==> config.mk <==
export PLATFORM = sky130hd
export DESIGN_NAME = pc_unit
export DESIGN_NICKNAME = d
export VERILOG_FILES = /design/src/rtl/pc_pkg.sv /design/src/rtl/pc_ras.sv /design/src/rtl/pc_unit.sv
export SDC_FILE = /design/constraint.sdc
export NUM_CORES = 1
export LEC_CHECK = 0
export CORE_ASPECT_RATIO = 2
export CORE_MARGIN = 5
export CORE_UTILIZATION = 30
export DETAILED_ROUTE_END_ITERATION = 8
export SLEW_MARGIN = 20
export SYNTH_ARGS = -nofsm -noshare
export SYNTH_HDL_FRONTEND = slang
export SYNTH_SLANG_ARGS = --single-unit
==> constraint.sdc <==
create_clock -name clk -period 5.7 [get_ports clk]
set_clock_uncertainty 0.15 [all_clocks]
set_input_delay 1.14 -clock clk [delete_from_list [all_inputs] [get_ports clk]]
set_output_delay 1.14 -clock clk [all_outputs]
set_load 0.05 [all_outputs]
==> src/rtl/pc_pkg.sv <==
// Shared types and default vectors for the program-counter unit.
package pc_pkg;

    typedef enum logic [2:0] {
        SRC_RST,
        SRC_EXC,
        SRC_HOLD,
        SRC_ERET,
        SRC_REDIR,
        SRC_POP,
        SRC_SEQ
    } pc_src_e;

    localparam logic [31:0] DEF_RESET_VEC = 32'h0040_0000;
    localparam logic [31:0] DEF_EXC_VEC   = 32'h8000_0180;

endpackage

==> src/rtl/pc_ras.sv <==
// Return-address stack: circular buffer, oldest entry overwritten when full.
module pc_ras #(
    parameter int WIDTH     = 32,
    parameter int RAS_DEPTH = 4
) (
    input  logic             clk,
    input  logic             rst,
    input  logic             push,
    input  logic [WIDTH-1:0] push_data,
    input  logic             pop,
    output logic [WIDTH-1:0] top,
    output logic             empty,
    output logic             full,
    output logic             underflow
);

    localparam int PW = $clog2(RAS_DEPTH);
    localparam int CW = PW + 1;

    logic [WIDTH-1:0] r_mem [RAS_DEPTH];
    logic [PW-1:0]    r_ptr;
    logic [CW-1:0]    r_cnt;
    logic             r_uf;
    logic [PW-1:0]    w_ptr_inc;
    logic [PW-1:0]    w_ptr_dec;
    logic             w_empty;
    logic             w_full;

    assign w_ptr_inc = r_ptr + PW'(1);
    assign w_ptr_dec = r_ptr - PW'(1);
    assign w_empty   = (r_cnt == '0);
    assign w_full    = (r_cnt == CW'(RAS_DEPTH));

    always_ff @(posedge clk) begin
        if (rst) begin
            r_ptr <= '0;
            r_cnt <= '0;
            r_uf  <= 1'b0;
        end else begin
            r_uf <= pop && w_empty;
            if (push && pop) begin
                // Pop consumes the top, push refills the same slot.
                if (w_empty)
                    r_cnt <= CW'(1);
            end else if (push) begin
                r_ptr <= w_ptr_inc;
                if (!w_full)
                    r_cnt <= r_cnt + CW'(1);
            end else if (pop && !w_empty) begin
                r_ptr <= w_ptr_dec;
                r_cnt <= r_cnt - CW'(1);
            end
        end
    end

    always_ff @(posedge clk) begin
        if (!rst && push) begin
            if (pop)
                r_mem[r_ptr] <= push_data;
            else
                r_mem[w_ptr_inc] <= push_data;
        end
    end

    assign top       = r_mem[r_ptr];
    assign empty     = w_empty;
    assign full      = w_full;
    assign underflow = r_uf;

endmodule

==> src/rtl/pc_unit.sv <==
// Program counter with redirect, trap/return and return-address prediction.
module pc_unit
    import pc_pkg::*;
#(
    parameter int               WIDTH     = 32,
    parameter logic [WIDTH-1:0] RESET_VEC = WIDTH'(DEF_RESET_VEC),
    parameter logic [WIDTH-1:0] EXC_VEC   = WIDTH'(DEF_EXC_VEC),
    parameter int               STEP      = 4,
    parameter int               RAS_DEPTH = 4
) (
    input  logic             clk,
    input  logic             rst,
    input  logic             ena,
    input  logic             exc,
    input  logic             eret,
    input  logic             redirect,
    input  logic [WIDTH-1:0] target,
    input  logic             ras_push,
    input  logic [WIDTH-1:0] push_addr,
    input  logic             ras_pop,
    output logic [WIDTH-1:0] pc,
    output logic [WIDTH-1:0] pc_plus,
    output logic [WIDTH-1:0] epc,
    output logic             ras_empty,
    output logic             ras_full,
    output logic             ras_underflow
);

    logic [WIDTH-1:0] r_pc;
    logic [WIDTH-1:0] r_epc;
    logic [WIDTH-1:0] w_plus;
    logic [WIDTH-1:0] w_next;
    logic [WIDTH-1:0] w_top;
    logic             w_empty;
    logic             w_push;
    logic             w_pop;
    pc_src_e          w_src;

    assign w_plus = r_pc + WIDTH'(STEP);

    always_comb begin
        w_src = SRC_SEQ;
        if (rst)
            w_src = SRC_RST;
        else if (exc)
            w_src = SRC_EXC;
        else if (!ena)
            w_src = SRC_HOLD;
        else if (eret)
            w_src = SRC_ERET;
        else if (redirect)
            w_src = SRC_REDIR;
        else if (ras_pop)
            w_src = SRC_POP;
    end

    always_comb begin
        w_next = w_plus;
        case (w_src)
            SRC_RST:   w_next = RESET_VEC;
            SRC_EXC:   w_next = EXC_VEC;
            SRC_HOLD:  w_next = r_pc;
            SRC_ERET:  w_next = r_epc;
            SRC_REDIR: w_next = target;
            // An empty-stack pop falls through to the sequential step.
            SRC_POP:   w_next = w_empty ? w_plus : w_top;
            default:   w_next = w_plus;
        endcase
    end

    assign w_pop  = (w_src == SRC_POP);
    assign w_push = ena && !exc && !rst && ras_push;

    always_ff @(posedge clk) begin
        if (rst) begin
            r_pc  <= RESET_VEC;
            r_epc <= '0;
        end else begin
            r_pc <= w_next;
            if (w_src == SRC_EXC)
                r_epc <= r_pc;
        end
    end

    pc_ras #(
        .WIDTH     (WIDTH),
        .RAS_DEPTH (RAS_DEPTH)
    ) u_ras (
        .clk       (clk),
        .rst       (rst),
        .push      (w_push),
        .push_data (push_addr),
        .pop       (w_pop),
        .top       (w_top),
        .empty     (w_empty),
        .full      (ras_full),
        .underflow (ras_underflow)
    );

    assign pc        = r_pc;
    assign pc_plus   = w_plus;
    assign epc       = r_epc;
    assign ras_empty = w_empty;

endmodule

Word-level counts from Yosys, hierarchy flattened
Memory sizes are Yosys's and may differ from the RTL's. A register that Yosys moved wholly into a read port is not among the register bits.
Index checks and enable logic that the tools add are counted.
Storage, ports and cells
  flip-flop bits (word level): 70
  RAM bits: 128
  input port bits: 72
  output and inout port bits: 99
  logic and storage cells: 63
  memories: 1
Operators by class
  add/subtract/negate cells: 5
  eq/ne operators: 8
  muxes and demuxes: 26
  bitwise logic cells: 1
  reduce and logical (&&, ||, !) cells: 17
Memory list
  u_ras.r_mem: depth 4, width 32, rd ports 1, clocked after memory_dff 1, write ports 1, RTL line pc_ras.sv:20  | logic [WIDTH-1:0] r_mem [RAS_DEPTH];
Operators with widths (number)
  $pmux 32 s6: 1
  $mux 32: 2
  $add 32x3->32 const B: 1
  $reduce_or 32->1: 1
  $mux 3: 9
  $mux 2: 7
  $eq 3x3->1 const B: 3
  $logic_and 1x1->1: 7
  $mux 1: 7
  $eq 3x2->1 const B: 2
  $logic_not 3->1: 2
  $add 3x1->3 const B: 1
  $eq 3x1->1 const B: 1
  $logic_not 1->1: 3
  $ne 3x3->1 const B: 1
  $reduce_and 3->1: 1
  $reduce_bool 3->1: 1
  $sub 3x1->3 const B: 1
  $add 2x1->2 const B: 1
  $ne 2x1->1 const B: 1
  $reduce_and 2->1: 1
  $reduce_bool 2->1: 1
  $sub 2x1->2 const B: 1
  $not 1->1: 1

Longest topological paths before layout
  depth after elaboration: 12
  mapped depth: 8
  gate-level depth less buffers: 6

Cells and area by module
From an unflattened synthesis, not the netlist that was laid out.
Unflattened totals
  cells, all modules: 761
  area total of the unflattened synthesis: 9344.0 um^2
Modules (own cells, without submodules)
  pc_ras: times used 1, cells an instance 224, area an instance 5127.4 um^2, seq. area each 4003.8 um^2
  pc_unit: times used 1, cells an instance 537, area an instance 4216.5 um^2, seq. area each 1281.2 um^2

Worst setup path before layout
Ideal clock, no wire load.
  path kind: in2reg
  from: input port exc
  to: memory u_ras.r_mem[3][0], enable pin
  library setup time: 0.502 ns
  arrival time: 4.965 ns
  data required time: 5.048 ns
  slack: 0.084 ns
  cell stages on the path: 5
  path buffers: 1
  cell sequence: buf_2 -> nor2_2 -> nand2_1 -> and2_1 -> nor4_1
On the way
  longest elaborated chain between the ends: 9
  elaborated cells between the ends (all ways): 17
  those cells by class: 1 x eq/ne; 10 x mux; 6 x reduce/logical
RTL lines
  start, declared: RTL line pc_unit.sv:14  | input logic exc,
  parallel branches: the longest is 9 deep, another holds $reduce_or 32->1
  end, declared: RTL line pc_ras.sv:20
Several ways; the timed one is not identified.

Worst setup path in the final report
  from: register r_pc[2] (netlist: pc[2])
  to: output port pc_plus[28]
On the way
  longest elaborated chain between the ends: 1
RTL lines
  start, declared: RTL line pc_unit.sv:29  | logic [WIDTH-1:0] r_pc;
  start signal, assigned: RTL line pc_unit.sv:79  | r_pc <= w_next;
  $add 32x3->32: RTL line pc_unit.sv:39  | assign w_plus = r_pc + WIDTH'(STEP);
  end, declared: RTL line pc_unit.sv:22  | output logic [WIDTH-1:0] pc_plus,
Every way passes these cells.

==> results by group <==
Run status
  • Result of the run: completed

Synthesis
  • Most instantiated flip-flop cell in the synthesis netlist: sky130_fd_sc_hd__edfxtp_1
  • Sequential area share after synthesis: 58.9%
  • Yosys warning count: 0
  • Summed instance area of the synthesized netlist: 8970 um^2
  • Post-synth top area share: 42.8%
  • Cells taking the most area after synthesis: sky130_fd_sc_hd__edfxtp_1 (43%), sky130_fd_sc_hd__dfxtp_1 (16%), sky130_fd_sc_hd__mux4_2 (8.0%)
  • Most area-hungry cell type in the Yosys netlist: sky130_fd_sc_hd__edfxtp_1
  • Number of instances in the synthesized netlist: 703
  • Flip-flop and latch count after synthesis: 200
  • Number of enable-type register cells in the synthesized netlist: 128
  • Post-synthesis area per instance: 12.8 um^2
  • Share of synthesized flip-flops with an asynchronous set or reset: 0%
  • Syn nets: 777
  • Count of different cell masters after synthesis: 70

Setup path
  • Critical-path maximum fanout: 7
  • R2R setup slack: 3020 ps
  • Critical path startpoint category: register
  • Critical path cell sequence: ha_1 -> and4_1 -> nand4_1 -> nor4_2 -> xor2_1 -> clkdlybuf4s50_1
  • Cell depth of the worst flop-to-flop path: 4
  • Worst Path Class, Setup: reg2out
  • Max stage delay cell, worst path: sky130_fd_sc_hd__clkdlybuf4s50_1
  • Largest stage delay on the critical path: 820 ps
  • Category of the worst setup path capture point: output pin
  • RR Endpoint: pc[5]$_SDFFE_PP0P_
  • Data required time at the worst endpoint: 4410 ps
  • Arrival time at the worst endpoint: 3250 ps

Routing
  • Total DRC errors in the routed layout: 0
  • Initial DRC Count: 625
  • Drt via density: 5.34
  • Number of iterations in the first detailed-routing pass: 5
  • Antenna-violating nets left: 0
  • Via count: 6,590
  • Routed wire per std cell: 23.0 um
  • Total wire length after detailed routing: 28.4 mm

GRT
  • Via count of the first global-routing pass: 6,683
  • Wire length of the first global-routing pass: 42.1 mm
  • Remaining Overflow, GRT: 0
  • Pin count of the biggest net entering global routing: 46
  • All-layer global routing usage: 16.6%
  • Number of antenna violations at the first check in global routing: 2

STA
  • Setup repair after global routing missed its margin: no
  • Max Transition Viols Final: 0
  • Final-report setup violation count: 0
  • Worst slew pin tran: 1110 ps
  • Post-Route Setup TNS: 0 ps
  • Post-Route Hold Slack: 383 ps
  • Fraction of the cycle the final worst path needs: 79.7%
  • Max-slew headroom at the worst pin: 25.9%
  • Top achievable clock speed: 220 MHz
  • Final min period: 4540 ps
  • Final Hold Violating Endpoints: 0

Die
  • Number of placement rows: 89
  • Die Span X: 132 um
  • Starting utilization of the core area: 30.4%
  • Die boundary height: 255 um
  • Die Area: 33,700 um^2
  • Number of primary I/O pins: 171
  • Placeable core region: 29,500 um^2

CTS
  • CTS Buffer Depth: 2
  • Insertion delay of the later-clocked pin in the worst-skew pair: 440 ps
  • CTS Hold Bufs: 0
  • Master cell of the clock root buffer: sky130_fd_sc_hd__clkbuf_16
  • Number of sinks handled by clock tree synthesis: 200
  • CTS Buf Count: 17
  • CTS clock-pin slew for the worst setup and hold paths: 80 ps
  • CTS tree: built
  • # H-tree levels: 4
  • Post-CTS sizing: 0
  • Post-CTS repair timing setup buffer count: 0

Min path
  • End point of the most critical hold path: epc[19]$_SDFFE_PP0P_
  • Hold crit path type: reg2reg
  • Worst hold stages: 2
  • Hold wc startpoint: epc[19]$_SDFFE_PP0P_

Pwr
  • Max VDD drop: 0.222 mV
  • Switching power as a share of total power: 26.0%
  • Proportion of power drawn by the clock network: 37.6%
  • Power share of the combinational group: 11.5%
  • Static leakage: 3.89 nW
  • Reg power frac: 50.9%
  • Net Switching: 0.000815 W
  • Post-route total power: 0.00313 W
  • Power density over the cells: 271 nW/um^2
  • Internal Dissipation: 0.00232 W

Run
  • Total of max-cap violations: 0

Layout
  • Count of nets after finishing: 929
  • Leading cell type in the layout, fill and taps excluded: sky130_fd_sc_hd__clkdlybuf4s50_1
  • Layout cells sized above 1: 12.0%
  • Number of standard cells in the layout, taps in and fillers out: 1,234
  • Leading cell types in the layout, fill and taps excluded: sky130_fd_sc_hd__clkdlybuf4s50_1 (168), sky130_fd_sc_hd__edfxtp_1 (128), sky130_fd_sc_hd__dfxtp_1 (71)
  • Post-synthesis to final-layout area growth: 29.0%

Place
  • Placed Cells: 1,200
  • Total of buffers placed on input and output ports: 170
  • Placer's final routability congestion estimate: 0.859
  • Final HPWL DP: 21.1 mm
logic make-up (layout without fill, tap and decap cells):
group	Yosys count	after routing	synth area share, %
DFF	200	200	58.9
and+or+nand+nor	195	195	11.1
AOI/OAI and AO/OA	143	143	11.5
buffers and inverters	71	236	3.71
muxes	67	67	12.0
xor gates and xnor gates	25	25	2.44
adders and majority gates	2	2	0.363
other	0	2	0
final cells by class:
type,instances,area [um^2]
clock buffers,17,425
diodes,2,5.00
inverters,16,60.1
flip-flops and latches,200,5290
multi-input cells,432,3370
fillers,2768,17900
clock inverters,15,141
well taps,364,455
repair buffers,188,1830
state kept, by name (all words and copies together), names as in the netlist, named ones only:
name / cells
u_ras.r_mem: 128
epc: 32
pc: 32
u_ras.r_cnt: 3
u_ras.r_ptr: 2
u_ras.underflow: 1
worst max path at each step:
stage,cells past startpoint,from,end,slack (ps)
after floorplan,5,exc,u_ras.r_mem[3][0]$_DFFE_PP_,80
after global placement,6,pc[3]$_SDFFE_PP0P_,pc_plus[28],1660
after detailed placement,6,pc[3]$_SDFFE_PP0P_,pc_plus[28],1620
after CTS,6,pc[3]$_SDFFE_PP0P_,pc_plus[28],1140
after global routing,6,pc[2]$_SDFFE_PP0P_,pc_plus[28],980
final,6,pc[2]$_SDFFE_PP0P_,pc_plus[28],1160
worst max-delay path: cells and delay by family, from the launching register on:
| family | cells | cell delay (ps) |
|---|---|---|
| and+or+nand+nor | 3 | 1070 |
| adders and majority gates | 1 | 300 |
| xor gates and xnor gates | 1 | 200 |
| DFF | 1 | 410 |
| buffers and inverters | 1 | 820 |
power by group through the flow:
stage,logic [W],clock network (W),registers (W)
final,0.000361,0.00118,0.00159
after global routing,0.000378,0.00127,0.00160
after CTS,0.000363,0.00121,0.00159
after detailed placement,0.000362,0,0.00163
after global placement,0.000359,0,0.00162
after floorplan,0.000163,0,0.00166
cells in the mapped netlist (14+ instances only):
master,n
sky130_fd_sc_hd__xnor2_1,17
sky130_fd_sc_hd__a21oi_1,43
sky130_fd_sc_hd__dfxtp_1,72
sky130_fd_sc_hd__buf_2,17
sky130_fd_sc_hd__a221oi_1,18
sky130_fd_sc_hd__inv_1,16
sky130_fd_sc_hd__mux2i_1,34
sky130_fd_sc_hd__edfxtp_1,128
sky130_fd_sc_hd__nand2_1,45
sky130_fd_sc_hd__nor2_1,62
sky130_fd_sc_hd__clkbuf_1,21
sky130_fd_sc_hd__nand3_1,14
sky130_fd_sc_hd__mux4_2,32
routing by layer:
| metal | vias to the layer above | part of all wire, % | GRT usage, % |
|---|---|---|---|
| met5 | - | 0 | 0 |
| met4 | 0 | 5.0 | 8.59 |
| met3 | 63 | 4.8 | 3.91 |
| met2 | 228 | 53 | 29.9 |
| met1 | 3298 | 37 | 18.1 |
| li1 | 3001 | - | - |
per-stage QoR:
| stage | instance area (um^2) | setup slack (ps) | util (%) |
|---|---|---|---|
| 3_3_place_gp | 11000 | 1660 | 37.3 |
| 6_report | 11600 | 1160 | 39.2 |
| 3_5_place_dp | 11000 | 1620 | 37.3 |
| 5_1_grt | 11600 | 976 | 39.2 |
| 4_1_cts | 11600 | 1140 | 39.2 |
| 2_1_floorplan | 8970 | 83.5 | - |
Power figures use the tool's default switching activity.
